File: src/rtl/serial_pkg.sv
// Shared types and defaults for the serial frame receiver.
package serial_pkg;

    typedef enum logic [2:0] {
        IDLE,
        DATA,
        PARITY,
        STOP,
        RESYNC
    } rx_state_t;

    localparam int   SERIAL_DATA_BITS  = 8;
    localparam logic SERIAL_IDLE_LEVEL = 1'b1;

endpackage

File: src/rtl/serial_out_buf.sv
// Single-entry valid/ready holding register for received bytes.
// A byte arriving while the entry is full and not being drained is dropped
// and reported with a one-cycle overrun pulse; the held byte is kept.
module serial_out_buf #(
    parameter int DATA_BITS = 8
) (
    input  logic                 clk,
    input  logic                 reset,
    input  logic                 load,
    input  logic [DATA_BITS-1:0] load_data,
    input  logic                 out_ready,
    output logic [DATA_BITS-1:0] out_data,
    output logic                 out_valid,
    output logic                 overrun
);

    // Load, replace-on-consume, drop-on-full and drain of the holding entry.
    always_ff @(posedge clk or negedge reset) begin
        if (!reset) begin
            out_data  <= '0;
            out_valid <= 1'b0;
            overrun   <= 1'b0;
        end else begin
            overrun <= 1'b0;
            if (load) begin
                if (!out_valid || out_ready) begin
                    out_data  <= load_data;
                    out_valid <= 1'b1;
                end else begin
                    overrun <= 1'b1;
                end
            end else if (out_valid && out_ready) begin
                out_valid <= 1'b0;
            end
        end
    end

endmodule

File: src/rtl/serial_frame_rx_ctrl.sv
// Receive-side frame controller for the single-wire serial byte link.
// One line sample per clock: start, DATA_BITS data bits LSB first,
// optional parity, stop. Good bytes go to serial_out_buf.
//
//   state  | meaning
//   IDLE   | line idle, waiting for a start bit (din=0)
//   DATA   | sampling data bits into the shift register, LSB first
//   PARITY | latching the parity bit
//   STOP   | checking the stop bit; byte completes or is discarded here
//   RESYNC | bad stop seen, waiting for the line to return high
module serial_frame_rx_ctrl
    import serial_pkg::*;
#(
    parameter int DATA_BITS  = SERIAL_DATA_BITS,
    parameter int PARITY_EN  = 1,
    parameter int PARITY_ODD = 1,
    parameter int ERR_CNT_W  = 8
) (
    input  logic                 clk,
    input  logic                 reset,
    input  logic                 din,
    output logic [DATA_BITS-1:0] out_data,
    output logic                 out_valid,
    input  logic                 out_ready,
    output logic                 busy,
    output logic                 frame_err,
    output logic                 parity_err,
    output logic                 overrun,
    output logic [ERR_CNT_W-1:0] err_count
);

    localparam int CNT_W = (DATA_BITS > 1) ? $clog2(DATA_BITS) : 1;

    rx_state_t            state;
    logic [CNT_W-1:0]     bitcnt;
    logic [DATA_BITS-1:0] shreg;
    logic                 par_bit;

    logic par_ok;
    logic stop_good;
    logic byte_done;
    logic frame_evt;
    logic parity_evt;
    logic overrun_evt;
    logic any_err;

    // Stop-cycle decisions; these drive both the output stage and the counter.
    always_comb begin
        par_ok      = (PARITY_EN == 0) ||
                      (par_bit == ((^shreg) ^ (PARITY_ODD != 0)));
        stop_good   = (state == STOP) && (din == SERIAL_IDLE_LEVEL);
        byte_done   = stop_good && par_ok;
        frame_evt   = (state == STOP) && (din != SERIAL_IDLE_LEVEL);
        parity_evt  = stop_good && !par_ok;
        overrun_evt = byte_done && out_valid && !out_ready;
        any_err     = frame_evt || parity_evt || overrun_evt;
    end

    // Frame sequencing, shift register, error pulses and saturating counter.
    always_ff @(posedge clk or negedge reset) begin
        if (!reset) begin
            state      <= IDLE;
            bitcnt     <= '0;
            shreg      <= '0;
            par_bit    <= 1'b0;
            frame_err  <= 1'b0;
            parity_err <= 1'b0;
            err_count  <= '0;
        end else begin
            frame_err  <= frame_evt;
            parity_err <= parity_evt;
            if (any_err && (err_count != {ERR_CNT_W{1'b1}})) begin
                err_count <= err_count + 1'b1;
            end
            case (state)
                IDLE: begin
                    if (din != SERIAL_IDLE_LEVEL) begin
                        state  <= DATA;
                        bitcnt <= '0;
                    end
                end
                DATA: begin
                    shreg[bitcnt] <= din;
                    if (bitcnt == CNT_W'(DATA_BITS - 1)) begin
                        bitcnt <= '0;
                        state  <= (PARITY_EN != 0) ? PARITY : STOP;
                    end else begin
                        bitcnt <= bitcnt + 1'b1;
                    end
                end
                PARITY: begin
                    par_bit <= din;
                    state   <= STOP;
                end
                STOP: begin
                    state <= (din == SERIAL_IDLE_LEVEL) ? IDLE : RESYNC;
                end
                RESYNC: begin
                    if (din == SERIAL_IDLE_LEVEL) begin
                        state <= IDLE;
                    end
                end
                default: state <= IDLE;
            endcase
        end
    end

    assign busy = (state != IDLE);

    serial_out_buf #(
        .DATA_BITS(DATA_BITS)
    ) u_out_buf (
        .clk      (clk),
        .reset    (reset),
        .load     (byte_done),
        .load_data(shreg),
        .out_ready(out_ready),
        .out_data (out_data),
        .out_valid(out_valid),
        .overrun  (overrun)
    );

endmodule
File: config.mk
export PLATFORM = sky130hd
export DESIGN_NAME = serial_frame_rx_ctrl
export DESIGN_NICKNAME = d
export VERILOG_FILES = /design/src/rtl/serial_pkg.sv /design/src/rtl/serial_out_buf.sv /design/src/rtl/serial_frame_rx_ctrl.sv
export SDC_FILE = /design/constraint.sdc
export NUM_CORES = 1
export LEC_CHECK = 0
export ABC_AREA = 1
export CAP_MARGIN = 20
export CORE_MARGIN = 8
export CORE_UTILIZATION = 30
export CTS_CLUSTER_DIAMETER = 200
export DETAILED_ROUTE_END_ITERATION = 10
export RECOVER_POWER = 50
export SYNTH_ARGS = -nofsm -noshare
export SYNTH_HDL_FRONTEND = slang
export SYNTH_HIERARCHICAL = 1
export SYNTH_SLANG_ARGS = --single-unit
export TNS_END_PERCENT = 100
File: constraint.sdc
create_clock -name clk -period 1.8 [get_ports clk]
set_input_delay 0.27 -clock clk [delete_from_list [all_inputs] [get_ports clk]]
set_output_delay 0.27 -clock clk [all_outputs]
set_load 0.02 [all_outputs]
==> flow_metrics.env <==
export IMPL_drt_iter0_markers=81
export IMPL_io_pin_count=25
export IMPL_ant_nets=0
export IMPL_vias=1455
export IMPL_max_freq_mhz=599.3
export IMPL_ys_seq_area_share_pct=45.99
export IMPL_n_fill_cell=646
export IMPL_antenna_cells=0
export IMPL_r2r_cells=6
export IMPL_ctsHoldBuffers=0
export IMPL_portBuffers=24
export IMPL_die_h_microns=95.67
export IMPL_insertion_delay_ns=0.28
export IMPL_worstHoldPathType="reg -> reg"
export IMPL_synth_top_area_share_pct=45.99
export IMPL_start_kind="flop"
export IMPL_required_ns=1.53
export IMPL_syn_area_sq_mm=0.001904
export IMPL_wl_per_cell_microns=11.42
export IMPL_syn_nets=218
export IMPL_min_period_ns=1.669
export IMPL_fp_coreArea_sq_mm=0.006241
export IMPL_ys_types=31
export IMPL_synth_edf_count=0
export IMPL_syn_area_per_cell_sq_um=9.025
export IMPL_drv_slew=0
export IMPL_final_net_count=251
export IMPL_die_x_microns=95.67
export IMPL_cts_buffers=5
export IMPL_post_cts_setup_buffers=0
export IMPL_cts_root_buf="clkbuf_8"
export IMPL_ys_async_sr_fraction_pct=100.0
export IMPL_clockBufferDepth=2
export IMPL_min_period_over_period_pct=92.71
export IMPL_vias_per_cell=4.533
export IMPL_cp_max_fo=5
export IMPL_wl_mm=3.665
export IMPL_grt_pass1_vias=1396
export IMPL_cp_depth=1
export IMPL_dieArea_sq_mm=0.009153
export IMPL_cpMaxStageDelayCell="clkdlybuf4s50_1"
export IMPL_clock_sinks=35
export IMPL_ir_drop_uv=644.3
export IMPL_h_tree_depth=2
export IMPL_cts_tree="done"
export IMPL_power_density_mw_per_mm2=1656
export IMPL_grt_max_degree=36
export IMPL_synth_flop_cell="dfrtp_1"
export IMPL_drive_above_1_share_pct=17.21
export IMPL_synth_cells=211
export IMPL_grt_ovfl_total=0
export IMPL_finalSetupTns_ns=0
export IMPL_clkSlewWorstSetupHoldPaths_ns=0.07
export IMPL_path_class="reg -> out"
export IMPL_antenna_found_initial=0
export IMPL_endpoint_kind="primary output"
export IMPL_max_cap_violations=0
export IMPL_holdPathStages=2
export IMPL_setup_ws_ns=0.1313
export IMPL_slew_headroom_pct=42.73
export IMPL_dp_slack_ns=0.1636
export IMPL_grt_usage_pct=8.781
export IMPL_drt_first_pass_iters=4
export IMPL_areaGrowthSynthToFinish_pct=21.22
export IMPL_start_util_pct=30.51
export IMPL_cts_resized=1
export IMPL_rsz0062_at_grt="false"
export IMPL_synth_most_common_cell="nand2_1"
export IMPL_ys_top_cells_by_count="nand2_1, dfrtp_1, inv_1"
export IMPL_synth_warnings=6
export IMPL_gp_congestion=0.7452
export IMPL_leakagePower_uw=0.001123
export IMPL_synth_top_area_cell="dfrtp_1"
export IMPL_finalSetupViolCount=0
export IMPL_cp_slowest_stage_delay_ns=0.65
export IMPL_skew_ns=0.007260
export IMPL_arrival_ns=1.40
export IMPL_drc_errors=0
export IMPL_grt_pass1_wl_mm=6.361
export IMPL_synthTopCellsByArea="dfrtp_1, nand2_1, nand3_2, inv_1, nand4_1"
export IMPL_place_hpwl_mm=2.703
export IMPL_crit_buf_inv=1
export IMPL_seq_area_sq_um=877.1
export IMPL_status="finished, final reports clean"
export IMPL_ys_seq_elements=35
export IMPL_multiInputGateArea_sq_um=879.6
export IMPL_path_cells="clkdlybuf4s50_1"
export IMPL_row_count=29
export IMPL_hold_viol_final=0
export IMPL_worstMarginPinSlew_ns=0.8590
export IMPL_critPathTopFamily="buffers and inverters"
[per-stage QoR]
step	cell area (sq um)	util (%)	cells	hold slack, ns	power [uW]
after detailed placement	2238	35.87	314	0.4633	3352
after floorplan	1904	-	211	-0.02559	2726
after global placement	2238	35.87	314	0.4616	3325
after global routing	2308	36.99	321	0.5028	4191
after CTS	2325	37.25	321	0.4035	3932
final	2308	36.99	321	0.4761	3823
[worst min-delay path, cell delays in order, from the launching register on]
cell,delay (ns)
dfrtp_1,0.35
nand2_1,0.06
nand2_1,0.04
[state kept, by name, summed over array words and instances (netlist names)]
signal,flops
bitcnt,3
err_count,8
frame_err,1
par_bit,1
parity_err,1
shreg,8
state,3
u_out_buf/out_data,8
u_out_buf/out_valid,1
u_out_buf/overrun,1
[layer usage]
layer | up-vias | wire length [microns] | track usage (%)
met5 | - | 0 | 0
met4 | 0 | 64 | 3.841
met3 | 6 | 235 | 2.835
met2 | 25 | 1663 | 13.60
met1 | 669 | 1703 | 10.93
li1 | 755 | - | -
[cells in the final DEF, fill, tap and decap left out, types with 2 or more instances in the layout]
| master | instances |
|---|---|
| nand2_1 | 67 |
| dfrtp_1 | 34 |
| clkdlybuf4s50_1 | 22 |
| inv_1 | 20 |
| nand4_1 | 10 |
| nand3_2 | 9 |
| nand2_2 | 7 |
| xor2_1 | 6 |
| a21oi_1 | 6 |
| o21ai_0 | 6 |
| clkbuf_8 | 6 |
| nor2_1 | 5 |
| nand3_1 | 5 |
| a31oi_1 | 4 |
| inv_2 | 3 |
| nor3_1 | 3 |
| nand3_4 | 3 |
| ha_1 | 3 |
| nor2_4 | 2 |
| o21ai_1 | 2 |
| clkbuf_1 | 2 |
| buf_4 | 2 |
| nand2_4 | 2 |
[worst paths after layout]
kind	start	to	slack, ns
setup / recovery	err_count[6]$_DFFE_PN0P_	err_count[6]	0.13
hold / removal	u_out_buf/out_data[2]$_DFFE_PN0P_	u_out_buf/out_data[2]$_DFFE_PN0P_	0.48
setup reg to reg	state[2]$_DFFE_PN0P_	state[0]$_DFFE_PN0P_	0.15
hold reg to reg	u_out_buf/out_data[2]$_DFFE_PN0P_	u_out_buf/out_data[2]$_DFFE_PN0P_	0.48
max in group asynchronous	reset	shreg[1]$_DFFE_PN0P_	0.59
min in group asynchronous	reset	err_count[3]$_DFFE_PN0P_	0.62
[report_power, final]
group | total (uW) | leakage, uW | internal [uW] | switching (uW)
logic | 1870 | 0.000636 | 740 | 1130
registers | 1380 | 0.000440 | 1080 | 300
clock network | 567 | 0.0000470 | 300 | 267
total | 3820 | 0.00112 | 2120 | 1700
[kinds of logic (layout without fill, tap and decap cells)]
logic type      count (synthesis)  after routing  share of synthesized area [%]
buf+inv                        28             61                          7.227
simple gates                  116            116                          34.17
compound gates                 21             21                          6.899
xor+xnor                        7              7                          3.220
flops                          35             35                          45.99
fa+ha+maj                       3              3                          1.971
mux                             1              1                         0.5256
[layout make-up]
cell class | instances | share of cell area (%)
inverter | 24 | 3.902
clock buffer | 6 | 3.577
timing repair buffer | 30 | 12.03
sequential | 35 | 37.99
tap | 77 | 4.173
multi-input combinational | 148 | 38.10
clock inverter | 1 | 0.2168
No activity file was read; power rests on OpenSTA's default activity.
